$ cat src/rtl/fifo_rd_packer.sv
// Read-side packer for async_fifo: drains narrow entries, packs RATIO of them into one wide word,
// and presents it on a valid/ready port; a flush request emits a partial word with its entry count.
module fifo_rd_packer #(
    parameter int unsigned WIDTH     = 4,
    parameter int unsigned RATIO     = 4,
    parameter int unsigned OUT_WIDTH = WIDTH * RATIO,
    parameter int unsigned CNT_W     = $clog2(RATIO + 1)
) (
    input  logic                 clk_i,
    input  logic                 rst_i,
    input  logic                 empty_i,
    input  logic [WIDTH-1:0]     rdata_i,
    input  logic                 fifo_err_i,
    output logic                 rd_en_o,
    input  logic                 flush_i,
    output logic [OUT_WIDTH-1:0] out_data_o,
    output logic [CNT_W-1:0]     out_cnt_o,
    output logic                 out_valid_o,
    input  logic                 out_ready_i,
    output logic                 err_o
);

    typedef enum logic [0:0] {StFill, StHold} state_e;

    localparam logic [CNT_W:0]   RatioExt = (CNT_W + 1)'(RATIO);
    localparam logic [CNT_W-1:0] RatioCnt = CNT_W'(RATIO);

    state_e                 state_q, state_d;
    logic [CNT_W-1:0]       cnt_q, cnt_d;
    logic                   pend_q, pend_d;
    logic                   flush_q, flush_d;
    logic [OUT_WIDTH-1:0]   acc_q, acc_d;
    logic [OUT_WIDTH-1:0]   out_data_q, out_data_d;
    logic [CNT_W-1:0]       out_cnt_q, out_cnt_d;
    logic                   out_valid_q, out_valid_d;
    logic                   err_q, err_d;
    logic                   load;
    logic [CNT_W:0]         committed;

    // Entries held plus the one in flight must leave room in the accumulator.
    assign committed = {1'b0, cnt_q} + {{CNT_W{1'b0}}, pend_q};
    assign rd_en_o   = !empty_i && (state_q == StFill) && (committed < RatioExt) && !flush_q;
    assign load      = (state_q == StHold) && (!out_valid_q || out_ready_i);

    always_comb begin
        state_d     = state_q;
        cnt_d       = cnt_q;
        pend_d      = rd_en_o;
        flush_d     = flush_q | flush_i;
        acc_d       = acc_q;
        out_data_d  = out_data_q;
        out_cnt_d   = out_cnt_q;
        out_valid_d = out_valid_q;
        err_d       = err_q | fifo_err_i;

        if (out_valid_q && out_ready_i) begin
            out_valid_d = 1'b0;
        end

        unique case (state_q)
            StFill: begin
                if (pend_q) begin
                    acc_d[cnt_q*WIDTH +: WIDTH] = rdata_i;
                    cnt_d = cnt_q + CNT_W'(1);
                end
                if (cnt_d == RatioCnt) begin
                    state_d = StHold;
                end else if (flush_q && !pend_q) begin
                    if (cnt_q != '0) begin
                        state_d = StHold;
                    end else begin
                        flush_d = flush_i;
                    end
                end
            end
            StHold: begin
                if (load) begin
                    out_data_d  = acc_q;
                    out_cnt_d   = cnt_q;
                    out_valid_d = 1'b1;
                    acc_d       = '0;   // keeps unused slots zero for the next partial word
                    cnt_d       = '0;
                    state_d     = StFill;
                    // A full word leaves any flush pending; it then retires with no output.
                    if (cnt_q != RatioCnt) begin
                        flush_d = flush_i;
                    end
                end
            end
            default: state_d = StFill;
        endcase
    end

    always_ff @(posedge clk_i or negedge rst_i) begin
        if (!rst_i) begin
            state_q     <= StFill;
            cnt_q       <= '0;
            pend_q      <= 1'b0;
            flush_q     <= 1'b0;
            acc_q       <= '0;
            out_data_q  <= '0;
            out_cnt_q   <= '0;
            out_valid_q <= 1'b0;
            err_q       <= 1'b0;
        end else begin
            state_q     <= state_d;
            cnt_q       <= cnt_d;
            pend_q      <= pend_d;
            flush_q     <= flush_d;
            acc_q       <= acc_d;
            out_data_q  <= out_data_d;
            out_cnt_q   <= out_cnt_d;
            out_valid_q <= out_valid_d;
            err_q       <= err_d;
        end
    end

    assign out_data_o  = out_data_q;
    assign out_cnt_o   = out_cnt_q;
    assign out_valid_o = out_valid_q;
    assign err_o       = err_q;

endmodule

$ cat config.mk
export PLATFORM = sky130hd
export DESIGN_NAME = fifo_rd_packer
export DESIGN_NICKNAME = d
export VERILOG_FILES = /design/src/rtl/fifo_rd_packer.sv
export SDC_FILE = /design/constraint.sdc
export NUM_CORES = 1
export LEC_CHECK = 0
export ABC_AREA = 1
export BUFFER_PORTS_ARGS = -buffer_cell sky130_fd_sc_hd__buf_2
export CORE_ASPECT_RATIO = 0.75
export CORE_MARGIN = 2
export CORE_UTILIZATION = 40
export CTS_BUF_LIST = sky130_fd_sc_hd__clkbuf_4 sky130_fd_sc_hd__clkbuf_8
export CTS_CLUSTER_DIAMETER = 150
export DETAILED_ROUTE_END_ITERATION = 12
export SKIP_CTS_REPAIR_TIMING = 1
export SYNTH_ARGS = -nofsm -noshare
export SYNTH_HDL_FRONTEND = slang
export SYNTH_SLANG_ARGS = --single-unit
$ cat constraint.sdc
create_clock -name clk_i -period 3.48 [get_ports clk_i]
set_clock_uncertainty 0.15 [all_clocks]
set_input_delay 0.174 -clock clk_i [delete_from_list [all_inputs] [get_ports clk_i]]
set_output_delay 0.174 -clock clk_i [all_outputs]
set_load 0.01 [all_outputs]
Yosys cells after proc, flatten, opt, wreduce, memory -nomap -nowiden --
Index checks and enable logic that the tools add are counted. W data, S select, Z words.
Operators by class: add/sub/neg operators 3, order comparisons 1, equality and inequality tests 4, shifts and indexed selects 2, mux-type cells 22, bitwise logic cells 3, reductions and logical operators 14
Operator list (number):
- $neg A5 Y34 | 1
- $shift A4 B34 Y16 const A | 1
- $shiftx A4 B34 Y16 | 1
- $mux W16 | 2
- $pmux W16 S2 | 1
- $bwmux W16 | 1
- $mux W1 | 12
- $mux W3 | 3
- $logic_and A1 B1 Y1 | 6
- $pmux W3 S2 | 1
- $add A3 B1 Y4 | 1
- $logic_not A1 Y1 | 4
- $lt A4 B3 Y1 const B | 1
- $pmux W1 S2 | 2
- $reduce_and A2 Y1 | 2
- $add A3 B1 Y3 const B | 1
- $eq A3 B3 Y1 const B | 1
- $ne A3 B3 Y1 const B | 1
- $reduce_bool A3 Y1 | 1
- $ne A2 B1 Y1 const B | 1
- $ne A2 B2 Y1 const B | 1
- $or A1 B1 Y1 | 2
- $logic_or A1 B1 Y1 | 1
- $not A1 Y1 | 1
Storage, ports and cells: register bits 43, input port bits 10, output and inout port bits 22

Longest topological paths before layout --
depth in word-level cells 6, gate-level depth with buffers 11

Worst setup path after synthesis --
OpenSTA, ideal clock, no wires.
path type register to register, start point register cnt_q[0], end point register acc_q[0], library setup time 0.117 ns, arrival 1.590 ns, data required time 3.213 ns, path slack 1.623 ns, stages on the path, launching flop included 12, path buffers 0, cells stage by stage dfrtp_1 > inv_1 > ha_1 > ha_1 > inv_1 > nand2_1 > nor2_1 > nand2_1 > nand2_1 > nand2_1 > nand2_1 > nand2_1
Between the ends: cells in the longest elaborated chain, start to end 5, elaborated cells between the ends (all ways) 6, those cells by class add/sub: 1; shift: 2; mux: 3
RTL lines:
- start: declaration | line 29 | logic [CNT_W-1:0] cnt_q, cnt_d;
- start signal: assignment | line 107 | cnt_q <= cnt_d;
- $neg A5 Y34 * | line 63 | acc_d[cnt_q*WIDTH +: WIDTH] = rdata_i;
- $shiftx A4 B34 Y16 / $shift A4 B34 Y16 (equally long branches) | line 63
- $bwmux W16 * | line 63
- $mux W16 * | line 62 | if (pend_q) begin
- $pmux W16 S2 * | line 60 | unique case (state_q)
- end signal: assignment | line 100 | acc_q <= '0;
- end signal: assignment | line 110 | acc_q <= acc_d;
- end: declaration | line 32 | logic [OUT_WIDTH-1:0] acc_q, acc_d;
Every way passes the cells marked *; elsewhere a longest branch is shown, timed or not. The select of a mux whose other input is x is not followed. A chain may end at the register's enable or synchronous reset.

Final worst setup path --
Ends and elaborated chain as after synthesis.

==> impl_metrics.yaml <==
floorplanning:
  fp.dieArea_mm2: 0.00574
  core_mm2: 0.00493
  placementRows: 22
  dieWidth_um: 86.9
  pin_count: 32
  start_util: 0.418
  die_h_um: 66.1
layout:
  area_delta_synth_final_pct: 14.9
  mostFrequentLayoutCells: "nand2_1 (68), dfrtp_1 (43), buf_2 (31)"
  fillers: 485
  final_cells: 305
  drive_gt1_frac: 0.278
  diodes: 0
  post-route-util: 0.480
  fin_nets: 262
  layout_commonest_cell: "nand2_1"
status:
  status: "finished, violations left"
  violations: "negative hold slack"
clock_tree:
  path_clk_slew_ps: 80
  h-tree-depth: 2
  cts_buffers: 5
  cts_tree: "built"
  clkSinkCount: 43
  clk_latency_ps: 290
  clock_path_buffers: 2
  clockRootBuffer: "clkbuf_8"
placed_design:
  port_buffers: 31
  place.gp.congestion: 0.851
  dp_cells: 294
  hpwl_mm: 2.66
critical_path:
  rrSetupSlack_ps: 1350
  end_kind: "flop"
  crit_chain: "inv_1 > ha_1 > ha_1 > inv_1 > nand3_1 > nor2_1 > nand4_1 > nand2_1"
  cp.arrival_ps: 2210
  worstSetupPathType: "reg2reg"
  slowest_delay_ps: 510
  start_kind: "flop"
  path_max_fanout: 9
  cpMaxStageDelayCell: "dfrtp_1"
  worstPathRequired_ps: 3560
timing:
  fin_crit_ps: 2130
  rsz0062_at_grt: "false"
  min_period_over_period: 0.612
  fmax_mhz: 469
  worst_pin_slew_ps: 941
  drv_slew: 0
  finalSetupTns_ps: 0
  setup_viol: 0
  relSlewSlack: 0.373
  hold_ws_ps: -5.74
  finalHoldViolCount: 1
yosys:
  ys_types: 26
  synth_area_mm2: 0.00206
  synth_seq_cells: 43
  synth_fp_nets: 225
  syn-instance-count: 207
  postSynthAreaPerCell_um2: 9.95
  seq_area_frac_synth: 0.522
  yosys_warnings: 0
global_route:
  antenna_found_initial: 0
  grt_max_degree: 44
  grt_overflow: 0
  grt_pass1_vias: 1389
  grt_use_total: 0.150
  grt_pass1_wl_mm: 6.62
detailed_routing:
  drt_iter0_drc: 50
  vias: 1471
  ant_nets: 0
  drc: 0
  post_drt_wl_per_cell_um: 12.5
  drt_wl_total_mm: 3.80
  firstDrtPassIters: 4
  vias_per_cell: 4.82
pwr:
  irDropWorstVdd_mv: 0.288
  power.leakage_nw: 1.29
  p_per_area_mw_per_mm2: 670
flow_run:
  cap_violations: 0
min_path:
  hold_class: "in2reg"
per-stage QoR:
stage          area, um^2  setup slack (ps)  hold WS [ps]  power (mW)
6_report             2370              1350         -5.74        1.59
3_3_place_gp         2250              1430           207        1.28
4_1_cts              2340              1350         -96.0        1.60
5_1_grt              2370              1150          12.4        1.72
3_5_place_dp         2250              1370           211        1.28
2_1_floorplan        2060              1620          -272        1.15
layout make-up:
cell class              count  area, um^2  share of cell area
flip-flops and latches     43        1080               0.455
well taps                  60        75.1              0.0317
inverters                  17        66.3              0.0280
clock buffers               6        76.3              0.0322
clock inverters             2        12.5             0.00529
multi-input cells         143         876               0.370
repair buffers             34         185              0.0782
logic make-up after synthesis:
family	after synthesis	share of synthesized area
and+or+nand+nor	100	0.219
DFF	43	0.522
buffers and inverters	21	0.0522
AOI/OAI and AO/OA	19	0.0498
muxes	16	0.108
adders and majority gates	8	0.0486
flip-flops by register name, summed over array words and instances (netlist names):
| signal | cells |
|---|---|
| pend_q | 1 |
| state_q | 1 |
| acc_q | 16 |
| flush_q | 1 |
| out_data_o | 16 |
| out_valid_o | 1 |
| err_o | 1 |
| out_cnt_o | 3 |
| cnt_q | 3 |
metal layers:
layer,routed length (um),vias up,global-route usage,part of all wire
li1,-,741,-,-
met1,2060,691,0.221,0.54
met2,1510,33,0.214,0.40
met3,184,6,0.0375,0.048
met4,43,0,0.0469,0.011
met5,0,-,0,0
power by group:
part           internal (mW)  switching, mW  total [mW]  leakage (nW)
registers              0.571         0.0812       0.652         0.581
clock network          0.148          0.165       0.313        0.0446
logic                  0.215          0.405       0.620         0.666
total                  0.934          0.652        1.59          1.29
cell usage after synthesis:
cell type  count  area, um^2
a21boi_0       1        7.51
a21oi_1        1        5.00
a31oi_1        1        6.26
buf_4          1        7.51
buf_6          3        33.8
dfrtp_1       43        1080
ha_1           8         100
inv_1         15        56.3
inv_2          1        3.75
inv_4          1        6.26
mux2_2         5        56.3
mux2_4        11         165
nand2_1       68         255
nand2_2        4        25.0
nand2_4        1        11.3
nand2_8        1        20.0
nand3_1        8        40.0
nand3_2        1        10.0
nand4_1        4        25.0
nor2_1         9        33.8
nor3_1         1        5.00
nor3_2         2        20.0
o21ai_0        9        45.0
o21ai_1        6        30.0
o21ai_2        1        8.76
or2_2          1        6.26
worst max-delay path, delay by kind of cell, from the launching register on:
kind / cells / cell delay, ps
flops: 1 / 510
simple gates: 4 / 550
buf+inv: 2 / 290
fa+ha+maj: 2 / 580
final timing paths:
path / startpoint / end / depth (start not counted)
setup / recovery: cnt_q[0] / acc_q[0] / 8
hold / removal: empty_i / pend_q / 4
setup reg to reg: cnt_q[0] / acc_q[0] / 8
hold reg to reg: err_o / err_o / 1
max in group asynchronous: rst_i / out_data_o[2] / 2
min in group asynchronous: rst_i / err_o / 2
Power figures use the tool's default switching activity.
